===== config.mk =====
export PLATFORM = sky130hd
export DESIGN_NAME = nibble_rx
export DESIGN_NICKNAME = d
export VERILOG_FILES = /design/src/rtl/nibble_rx.sv
export SDC_FILE = /design/constraint.sdc
export NUM_CORES = 1
export LEC_CHECK = 0
export CELL_PAD_IN_SITES_DETAIL_PLACEMENT = 2
export CELL_PAD_IN_SITES_GLOBAL_PLACEMENT = 2
export CORE_AREA = 2 2 81 60
export DETAILED_ROUTE_END_ITERATION = 7
export DIE_AREA = 0 0 83 62
export PLACE_DENSITY_LB_ADDON = 0.1
export SLEW_MARGIN = 20
export SYNTH_ARGS = -nofsm -noshare
export SYNTH_HDL_FRONTEND = slang
export SYNTH_SLANG_ARGS = --single-unit

===== constraint.sdc =====
create_clock -name clk -period 1.6 [get_ports clk]
set_input_delay 0.16 -clock clk [delete_from_list [all_inputs] [get_ports clk]]
set_output_delay 0.16 -clock clk [all_outputs]
set_load 0.01 [all_outputs]

===== src/rtl/nibble_rx.sv =====
// nibble_rx: UART-style receive stage for one W-bit operand.
// Frame = start bit (0), W data bits MSB-first, stop bit (1), each OVS clocks long.
// The held o_data register feeds the div3 divider input directly.
module nibble_rx #(
  parameter int OVS = 4,
  parameter int W   = 4,
  parameter int CW  = 8
) (
  input  logic          clk,
  input  logic          rst,
  input  logic          rx,
  output logic [W-1:0]  o_data,
  output logic          o_valid,
  output logic          o_frame_err,
  output logic          o_busy,
  output logic [CW-1:0] o_cnt
);

  localparam int CYW  = (OVS > 1) ? $clog2(OVS) : 1;
  localparam int IDXW = $clog2(W + 1);

  localparam logic [CYW-1:0]  CYC_LAST = CYW'(OVS - 1);
  localparam logic [CYW-1:0]  CYC_MID  = CYW'(OVS / 2 - 1);
  localparam logic [IDXW-1:0] IDX_LAST = IDXW'(W - 1);

  typedef enum logic [2:0] {
    IDLE  = 3'd0,
    START = 3'd1,
    DATA  = 3'd2,
    STOP  = 3'd3,
    BREAK = 3'd4
  } state_t;

  // synchronizer
  logic            sync1_r;
  logic            rs_r;

  // fsm state and datapath registers
  state_t          state_r;
  state_t          state_s;
  logic [CYW-1:0]  cyc_r;
  logic [CYW-1:0]  cyc_s;
  logic [IDXW-1:0] idx_r;
  logic [IDXW-1:0] idx_s;
  logic [W-1:0]    shift_r;
  logic [W-1:0]    shift_s;

  // output registers and their next values
  logic [W-1:0]    data_r;
  logic [W-1:0]    data_s;
  logic            valid_r;
  logic            valid_s;
  logic            ferr_r;
  logic            ferr_s;
  logic            busy_r;
  logic [CW-1:0]   cnt_r;
  logic [CW-1:0]   cnt_s;

  // Two-flop synchronizer for the asynchronous serial line; idles high.
  always_ff @(posedge clk or posedge rst) begin
    if (rst) begin
      sync1_r <= 1'b1;
      rs_r    <= 1'b1;
    end else begin
      sync1_r <= rx;
      rs_r    <= sync1_r;
    end
  end

  // Next-state and next-output decode; all decisions use the synchronized line.
  always_comb begin
    state_s = state_r;
    cyc_s   = cyc_r;
    idx_s   = idx_r;
    shift_s = shift_r;
    data_s  = data_r;
    valid_s = 1'b0;
    ferr_s  = 1'b0;
    cnt_s   = cnt_r;

    case (state_r)
      IDLE: begin
        if (rs_r == 1'b0) begin
          state_s = START;
          cyc_s   = '0;
        end else begin
          state_s = IDLE;
        end
      end

      START: begin
        // Re-check the line in the middle of the start bit to reject glitches.
        if (cyc_r == CYC_MID) begin
          cyc_s = '0;
          if (rs_r == 1'b0) begin
            state_s = DATA;
            idx_s   = '0;
          end else begin
            state_s = IDLE;
          end
        end else begin
          cyc_s = cyc_r + CYW'(1);
        end
      end

      DATA: begin
        // Start bit was sampled mid-bit, so a full-bit stride stays mid-bit.
        if (cyc_r == CYC_LAST) begin
          cyc_s   = '0;
          shift_s = {shift_r[W-2:0], rs_r};
          idx_s   = idx_r + IDXW'(1);
          if (idx_r == IDX_LAST) begin
            state_s = STOP;
          end else begin
            state_s = DATA;
          end
        end else begin
          cyc_s = cyc_r + CYW'(1);
        end
      end

      STOP: begin
        if (cyc_r == CYC_LAST) begin
          cyc_s = '0;
          if (rs_r == 1'b1) begin
            data_s  = shift_r;
            valid_s = 1'b1;
            cnt_s   = cnt_r + CW'(1);
            state_s = IDLE;
          end else begin
            ferr_s  = 1'b1;
            state_s = BREAK;
          end
        end else begin
          cyc_s = cyc_r + CYW'(1);
        end
      end

      BREAK: begin
        // A line held low must return high before another start bit counts.
        if (rs_r == 1'b1) begin
          state_s = IDLE;
          cyc_s   = '0;
        end else begin
          state_s = BREAK;
        end
      end

      default: begin
        state_s = IDLE;
        cyc_s   = '0;
        idx_s   = '0;
      end
    endcase
  end

  // State and datapath registers.
  always_ff @(posedge clk or posedge rst) begin
    if (rst) begin
      state_r <= IDLE;
      cyc_r   <= '0;
      idx_r   <= '0;
      shift_r <= '0;
    end else begin
      state_r <= state_s;
      cyc_r   <= cyc_s;
      idx_r   <= idx_s;
      shift_r <= shift_s;
    end
  end

  // Registered outputs; busy is registered from the next state so it tracks state_r exactly.
  always_ff @(posedge clk or posedge rst) begin
    if (rst) begin
      data_r  <= '0;
      valid_r <= 1'b0;
      ferr_r  <= 1'b0;
      busy_r  <= 1'b0;
      cnt_r   <= '0;
    end else begin
      data_r  <= data_s;
      valid_r <= valid_s;
      ferr_r  <= ferr_s;
      busy_r  <= (state_s != IDLE);
      cnt_r   <= cnt_s;
    end
  end

  assign o_data      = data_r;
  assign o_valid     = valid_r;
  assign o_frame_err = ferr_r;
  assign o_busy      = busy_r;
  assign o_cnt       = cnt_r;

endmodule

==> results of run 1 <==
## logic make-up after synthesis
logic type,Yosys count,synth area share
and+or+nand+nor,35,0.145
xor gates and xnor gates,8,0.0516
adders and majority gates,6,0.0552
muxes,12,0.0976
AOI/OAI and AO/OA,13,0.0737
buffers and inverters,11,0.0414
DFF,29,0.536
## how the worst min path moves through the flow
stage | depth (start not counted) | from | slack [ns] | to
after floorplan | 0 | rx | 0.16 | sync1_r
after global placement | 0 | sync1_r | 0.35 | rs_r
after detailed placement | 0 | sync1_r | 0.35 | rs_r
after CTS | 3 | rst | 0.26 | shift_r[1]
after global routing | 1 | rx | 0.29 | sync1_r
final | 3 | rst | 0.25 | o_data[2]
## cell usage in the layout (no fill, tap or decap), types with 2 or more instances in the layout
cell type	count
inv_1	5
mux2_2	10
clkbuf_8	6
xnor2_1	6
nor3_1	4
dfrtp_1	26
o2bb2ai_1	2
o21ai_1	2
mux2i_1	2
ha_1	4
nand2_1	4
buf_4	10
nand4_1	3
xor2_1	2
and3_1	3
clkdlybuf4s50_1	17
dfstp_2	2
nand3_1	4
nor2_1	8
## cell type report
class                      instances  area share
clock buffer                       6      0.0461
clock inverter                     2      0.0210
inverter                           6      0.0126
multi-input combinational         74       0.336
sequential                        29       0.407
tap                               57      0.0398
timing repair buffer              27       0.137
## worst max-delay path: stages, from the launching register on
cell and delay [ns]:
dfrtp_1 0.42, inv_2 0.09, ha_4 0.14, or3b_4 0.39, a211oi_4 0.25, mux2i_1 0.11
## routing by layer
| layer | GRT usage | wire length (um) | part of all wire | up-vias |
|---|---|---|---|---|
| met1 | 0.188 | 1600 | 0.50 | 492 |
| met2 | 0.230 | 1450 | 0.45 | 17 |
| met4 | 0.0562 | 38 | 0.012 | 0 |
| li1 | - | - | - | 453 |
| met3 | 0.0396 | 116 | 0.036 | 5 |
| met5 | 0 | 0 | 0 | - |
## through the flow
stage                     hold slack, ns  cell area, um^2  setup TNS [ns]  cells
after floorplan                    0.164             1360               0    114
after global placement             0.346             1630               0    192
after detailed placement           0.355             1630         -0.0668    192
after CTS                          0.261             1780               0    201
after global routing               0.291             1790               0    201
final                              0.246             1790               0    201
## timing repair
| action | in CTS | in global routing |
|---|---|---|
| endpoints found under the setup margin | 4 | 18 |
| resized for setup | 6 | 5 |
| setup buffers | 1 | 0 |
| pin swaps | 2 | 1 |
## flip-flops by register name, summed over array words and instances, names as in the netlist
signal / count
o_cnt: 8
o_data: 4
shift_r: 4
idx_r: 3
state_r: 3
cyc_r: 2
o_busy: 1
o_frame_err: 1
o_valid: 1
rs_r: 1
sync1_r: 1
## power by group through the flow
stage               registers, mW  clock network (mW)  logic, mW
finish                       1.05               0.809      0.904
global route                 1.08               0.866       1.01
CTS                          1.05               0.833      0.885
detailed placement           1.05                   0      0.838
global placement             1.04                   0      0.799
floorplan                    1.02                   0      0.502
==> out/metrics.yaml, run 1 <==
status: "complete, no violations"
rows: 21
grt_usage: 0.143
p_sw_mw: 0.900
async_reset_ff_frac: 1.00
fmax_ghz: 0.655
path_clk_slew_ns: 0.07
p_leak_nw: 0.827
synth_top_area_share: 0.497
period_needed_ns: 1.53
syn-num-nets: 123
ys_ff_latch: 29
seqCellArea_um2: 729
crit_required_ns: 1.76
layout.nets: 152
post_drt_wl_per_cell_um: 15.9
wirelength_um: 3200
hp-class: "in2async"
crit_end: "idx_r[0]"
cap_violations: 0
yosys.cell_count.top_type: "dfrtp_1"
multi_input_area_um2: 602
start_kind: "flop"
pin_count: 18
synth_common_cells: "dfrtp_1, mux2_2, nor2_1"
p_per_area_nw_per_um2: 1540
place_congestion: 0.802
synth_edf_count: 0
dp_hpwl_um: 2270
coreArea_um2: 4490
yosys_most_used_dff: "dfrtp_1"
drc: 0
grt_overflow: 0
cts_made_buffers: 5
crit_arrival_ns: 1.69
maxSlewHeadroom: 0.728
ctsHoldBuffers: 0
p_seq_frac: 0.379
dieWidth_um: 83
first_pass_iters: 3
crit_path_end_kind: "flop"
cts.sinks: 29
internal_power_mw: 1.86
syn_inst: 114
synth_cell_types: 36
power_frac_comb: 0.328
cp-startpoint: "cyc_r[1]"
final.setup.worst_slack_ns: 0.0740
hold_viol: 0
antenna_found_initial: 0
p_clk_frac: 0.293
port_buffers: 17
drt_iter0_drc: 41
grt_pass1_vias: 1085
fin_crit_sh: 0.954
p_sw_frac: 0.326
final_max_slew_viol_count: 0
grt_max_degree: 30
netlist_area_um2: 1360
power_mw: 2.76
htreeDepth: 2
grt_setup_unrepaired: "no"
setup_viol: 0
vias: 967
synth_warnings: 0
avgSynthCellArea_um2: 11.9
via_per_inst: 4.81
fin_skew_ns: 0.00415
reg2regPathDepth: 5
path_max_fanout: 4
cts_root_buffer: "clkbuf_8"
tritoncts: "built"
die_h_um: 62
syn_to_final_growth_pct: 31.8
r2r_end: "idx_r[0]"
timing.reg2reg.setup_slack_ns: 0.07
dp_slack_ns: -0.0318
n_fill_cell: 475
initial_utilization: 0.302
peakVddDrop_mv: 0.525
grt_first_pass_wirelength_um: 5510
yosysTopAreaCell: "dfrtp_1"
final_core_util: 0.398
crit_type: "reg2reg"
die-area_um2: 5150
diodes: 0
synth_seq_area_share: 0.536
ant_nets: 0
tightestPinTransition_ns: 0.405
cts_max_path_buffers: 2
timing.rr.start: "cyc_r[1]"
ys_top_cells_by_area: "dfrtp_1, mux2_2, ha_1, dfstp_2, xnor2_1"
drive_gt1_frac: 0.271
insertion_delay_ns: 0.28
No activity file was read; power rests on OpenSTA's default activity.
==> run 2: changes to the inputs <==
HOLD_SLACK_MARGIN = 0.05   (was not set)
==> results of run 2 <==
Same layout as run 1: the final DEF is identical, and so are final timing and power.
==> RTL edit 1 (settings of run 1) <==
Take the reset off `data_r` and load it in a clocked block of its own.
--- a/src/rtl/nibble_rx.sv
+++ b/src/rtl/nibble_rx.sv
@@ -173,5 +173,4 @@
   always_ff @(posedge clk or posedge rst) begin
     if (rst) begin
-      data_r  <= '0;
       valid_r <= 1'b0;
       ferr_r  <= 1'b0;
@@ -179,5 +178,4 @@
       cnt_r   <= '0;
     end else begin
-      data_r  <= data_s;
       valid_r <= valid_s;
       ferr_r  <= ferr_s;
@@ -185,4 +183,8 @@
       cnt_r   <= cnt_s;
     end
+  end
+
+  always_ff @(posedge clk) begin
+    data_r <= data_s;
   end
 
Check against the original RTL: same outputs for any inputs over 10 cycles, from zero or initial values and one cycle with rst high; that may be too few to reach the edited logic, so the function may still have changed.
==> RTL edit 1 against run 1 <==
Global-route usage fell by 2.0 points. Critical endpoint is now shift_r[3]$_DFFE_PP0P_. Sequential cell count did not move. Non-clock buffer count fell by 1. First-iteration DRC count fell by 56%. Synthesized area fell by 0.74%. Final cell count fell by 2.5%. Cell area fell by 3.4%. Setup slack improved by 0.027 ns. Total power fell by 11%. Wire length fell by 9.1%.
==> RTL edit 1: results (changes against run 1) <==
<table>
<tr><th>Metric</th><th>Value</th></tr>
<tr><th colspan="2">Critical path</th></tr>
<tr><td>Arrival time at the worst endpoint</td><td>1.65 ns (-0.04 ns)</td></tr>
<tr><td>Peak fanout along the critical path</td><td>8 (+4)</td></tr>
<tr><td>Delay-heaviest family, CP</td><td>simple AND/OR/NAND/NOR gates</td></tr>
<tr><td>Worst path slowest cell</td><td>and4bb_2</td></tr>
<tr><td>Critical R2R Capture</td><td>shift_r[3]$_DFFE_PP0P_</td></tr>
<tr><td>R2R cell count</td><td>3 (-2)</td></tr>
<tr><th colspan="2">Yosys</th></tr>
<tr><td>Post-synthesis area per instance</td><td>12.2 sq um (+1.9%)</td></tr>
<tr><td>Post-synth ARST share</td><td>86.2% (-14 points)</td></tr>
<tr><td>Number of unique standard cell types used by synthesis</td><td>38 (+5.6%)</td></tr>
<tr><td>Number of flops mapped to enable cells by yosys</td><td>4 (+4)</td></tr>
<tr><td>XOR/XNOR share of the synthesized area</td><td>5.19% (+0.038 points)</td></tr>
<tr><td>Mapped Nets</td><td>120 (-2.4%)</td></tr>
<tr><th colspan="2">STA</th></tr>
<tr><td>Final worst clock skew</td><td>0.00614 ns (+0.00199 ns)</td></tr>
<tr><td>Minimum hold slack</td><td>0.242 ns (-0.00355 ns)</td></tr>
<tr><th colspan="2">Clock network</th></tr>
<tr><td>Number of setup buffers added after CTS</td><td>0 (-1)</td></tr>
<tr><th colspan="2">Finish</th></tr>
<tr><td>Fin nets</td><td>147 (-3.3%)</td></tr>
<tr><td>Share of layout cells above drive strength 1</td><td>24.5% (-2.6 points)</td></tr>
<tr><th colspan="2">Drt</th></tr>
<tr><td>Length of the first detailed-routing pass in iterations</td><td>2 (-1)</td></tr>
<tr><td>Via count normalized by instance count</td><td>4.69 (-2.4%)</td></tr>
<tr><td>Average routed wire per standard cell</td><td>14.8 microns (-6.8%)</td></tr>
<tr><td>Routed length on met1</td><td>1.41 mm (-12%)</td></tr>
<tr><th colspan="2">Placement</th></tr>
<tr><td>DP HPWL</td><td>2.12 mm (-6.4%)</td></tr>
<tr><th colspan="2">Status</th></tr>
<tr><td>Status</td><td>complete, no violations</td></tr>
<tr><th colspan="2">Global routing</th></tr>
<tr><td>GR Layer Usage met1</td><td>16.1% (-2.7 points)</td></tr>
<tr><td>Total GRT Usage</td><td>12.3% (-2.0 points)</td></tr>
<tr><td>Pin count of the biggest net entering global routing</td><td>26 (-13%)</td></tr>
</table>
[RTL edit 1: worst register-to-register path, cell delays in order (launching register included)]
cell and delay, ns:
dfrtp_1 0.35, ha_2 0.29, and4bb_2 0.38, mux2_2 0.36
[RTL edit 1: repair_timing]
item                       CTS  global route
setup endpoints to repair    4             9
cloned                       0             0
resized for setup            1             6
hold buffers                 0             0
pin swaps                    0             0
[RTL edit 1: power by group]
group	leakage [nW]	internal [mW]	switching (mW)
sequential	0.361	0.906	0.166
clock	0.0439	0.299	0.271
combinational	0.360	0.431	0.373
total	0.765	1.64	0.810
[RTL edit 1: worst max path at each step]
| stage | slack [ns] | depth (start not counted) | end | startpoint |
|---|---|---|---|---|
| floorplan | 0.05 | 6 | idx_r[0]$_DFFE_PP0P_ | cyc_r[0]$_DFFE_PP0P_ |
| global placement | 0.06 | 4 | o_data[3]$_DFFE_PP_ | cyc_r[0]$_DFFE_PP0P_ |
| detailed placement | -0.006 | 4 | o_data[3]$_DFFE_PP_ | cyc_r[0]$_DFFE_PP0P_ |
| CTS | 0.02 | 6 | idx_r[2]$_DFFE_PP0P_ | cyc_r[1]$_DFFE_PP0P_ |
| global route | 0.003 | 3 | o_cnt[7]$_DFFE_PP0P_ | rs_r$_DFF_PP1_ |
| finish | 0.10 | 3 | shift_r[3]$_DFFE_PP0P_ | cyc_r[0]$_DFFE_PP0P_ |
[RTL edit 1: cell type report]
class	count	area, sq um
multi-input cells	65	542
clock inverters	3	17.5
flip-flops and latches	29	748
repair buffers	26	238
inverters	11	45.0
fillers	486	2760
well taps	57	71.3
clock buffers	5	68.8
==> RTL edit 2 (config.mk and constraints of run 1) <==
Without the edit above. `CW`: 8 -> 16.
--- a/src/rtl/nibble_rx.sv
+++ b/src/rtl/nibble_rx.sv
@@ -5,5 +5,5 @@
   parameter int OVS = 4,
   parameter int W   = 4,
-  parameter int CW  = 8
+  parameter int CW  = 16
 ) (
   input  logic          clk,
Ports: changed (resized o_cnt); port bits go from 18 to 26. The function was not compared with the original's and may differ.
==> RTL edit 2 against run 1 <==
The flow now finishes with violations (setup timing). Setup slack worse by 0.14 ns. Total power up 12%. Cell area up 30%. Synthesized cell count up 18%. Global-route usage up 2.6 points. Wire length up 35%. Synthesized area up 22%. Sequential cell count up 8. Count of clock-buffer cells in the layout unchanged.
==> RTL edit 2: results (changes against run 1) <==
<table>
<tr><th>Metric</th><th>Value</th></tr>
<tr><th colspan="2">Finish</th></tr>
<tr><td>Final Instance Count excl. Fillers</td><td>240 (+19%)</td></tr>
<tr><td>Share of layout cells above drive strength 1</td><td>30.6% (+3.5 points)</td></tr>
<tr><td>Max FFs per register</td><td>16 (+8)</td></tr>
<tr><td>Fin nets</td><td>191 (+26%)</td></tr>
<tr><td>Fill cell total of the finished layout</td><td>423 (-11%)</td></tr>
<tr><th colspan="2">Global routing</th></tr>
<tr><td>Pin count of the biggest net entering global routing</td><td>38 (+27%)</td></tr>
<tr><td>GR Util met3</td><td>4.76% (+0.79 points)</td></tr>
<tr><td>Vias in the first global route</td><td>1331 (+23%)</td></tr>
<tr><td>Met2 demand-to-capacity share in global routing</td><td>29.5% (+6.5 points)</td></tr>
<tr><td>First-pass GRT wire length</td><td>6.66 mm (+21%)</td></tr>
<tr><td>Total GRT Usage</td><td>16.9% (+2.6 points)</td></tr>
<tr><th colspan="2">STA</th></tr>
<tr><td>Final worst setup slack</td><td>-0.0697 ns (-0.144 ns)</td></tr>
<tr><td>Slew headroom</td><td>77.1% (+4.3 points)</td></tr>
<tr><td>Total negative setup slack</td><td>-0.205 ns (-0.205 ns)</td></tr>
<tr><td>Setup Viol. Count Final</td><td>5 (+5)</td></tr>
<tr><th colspan="2">Critical path</th></tr>
<tr><td>Delay-heaviest family, CP</td><td>compound AO/OA/AOI/OAI gates</td></tr>
<tr><td>Arrival time at the worst endpoint</td><td>1.90 ns (+0.21 ns)</td></tr>
<tr><th colspan="2">Yosys</th></tr>
<tr><td>Synth Area in Compound Gates</td><td>5.66% (-1.7 points)</td></tr>
<tr><td>Mapped Nets</td><td>144 (+17%)</td></tr>
<tr><td>Number of unique standard cell types used by synthesis</td><td>31 (-14%)</td></tr>
<tr><td>Adder and majority gate portion of the synthesized area</td><td>4.52% (-1.0 points)</td></tr>
<tr><td>Biggest area contributors in the synthesized netlist</td><td>dfrtp_1 (53%), mux2_2 (6.8%), xnor2_1 (5.8%)</td></tr>
<tr><td>Post-synthesis area per instance</td><td>12.3 sq um (+3.1%)</td></tr>
<tr><td>Most used standard cells in the synthesized netlist</td><td>dfrtp_1 (35), xnor2_1 (11), mux2_2 (10), inv_1 (9), nand3_1 (9)</td></tr>
<tr><td>Portion of netlist area occupied by mux cells</td><td>6.79% (-3.0 points)</td></tr>
<tr><td>XOR/XNOR share of the synthesized area</td><td>8.45% (+3.3 points)</td></tr>
<tr><th colspan="2">Placement</th></tr>
<tr><td>DP HPWL</td><td>2.73 mm (+20%)</td></tr>
<tr><th colspan="2">Status</th></tr>
<tr><td>Failing checks</td><td>setup timing</td></tr>
<tr><td>Status</td><td>finished with violations</td></tr>
<tr><th colspan="2">Power and ir drop</th></tr>
<tr><td>Peak supply drop</td><td>599 uV (+14%)</td></tr>
<tr><td>Cell leakage power</td><td>1.07 nW (+30%)</td></tr>
<tr><th colspan="2">Drt</th></tr>
<tr><td>Length of the first detailed-routing pass in iterations</td><td>2 (-1)</td></tr>
</table>
## RTL edit 2: cells by family after synthesis
kind of cell / after synthesis
and+or+nand+nor: 38
DFF: 37
xor gates and xnor gates: 16
AOI/OAI and AO/OA: 14
buffers and inverters: 14
muxes: 10
adders and majority gates: 6
## RTL edit 2: layout make-up
cell class,instances,area (sq um),share of cell area [%]
Clock buffer,6,72.6,3.13
Tap cell,57,71.3,3.07
Clock inverter,2,38.8,1.67
Sequential cell,37,931,40.1
Inverter,9,33.8,1.46
Multi-Input combinational cell,84,739,31.9
Timing Repair Buffer,45,433,18.7
## RTL edit 2: worst min-delay path: cells and delay by family
family | cells | cell delay [ns]
buf+inv | 3 | 0.72
## RTL edit 2: report_power, final
part	leakage (nW)	internal (mW)	switching [mW]
Combinational	0.527	0.511	0.471
Sequential	0.490	1.11	0.175
Clock	0.0554	0.468	0.347
## RTL edit 2: per-layer routing
layer | vias up | routed length [microns]
li1 | 564 | -
met1 | 610 | 1960
met2 | 19 | 2170
met3 | 4 | 140
met4 | 0 | 39
met5 | - | 0
## RTL edit 2: worst min path at each step
stage | start | endpoint | slack (ns) | cells after the start
final | rst | o_cnt[13]$_DFFE_PP0P_ | 0.23 | 3
after floorplan | rx | sync1_r$_DFF_PP1_ | 0.16 | 0
after global placement | sync1_r$_DFF_PP1_ | rs_r$_DFF_PP1_ | 0.35 | 0
after global routing | rst | state_r[1]$_DFF_PP0_ | 0.28 | 3
after detailed placement | sync1_r$_DFF_PP1_ | rs_r$_DFF_PP1_ | 0.35 | 0
after CTS | rst | state_r[0]$_DFF_PP0_ | 0.24 | 3
## RTL edit 2: what timing repair did
action / in CTS / in global routing
gates resized for setup: 7 / 11
pin swaps: 9 / 8
setup buffers: 5 / 5
setup endpoints to repair: 15 / 12
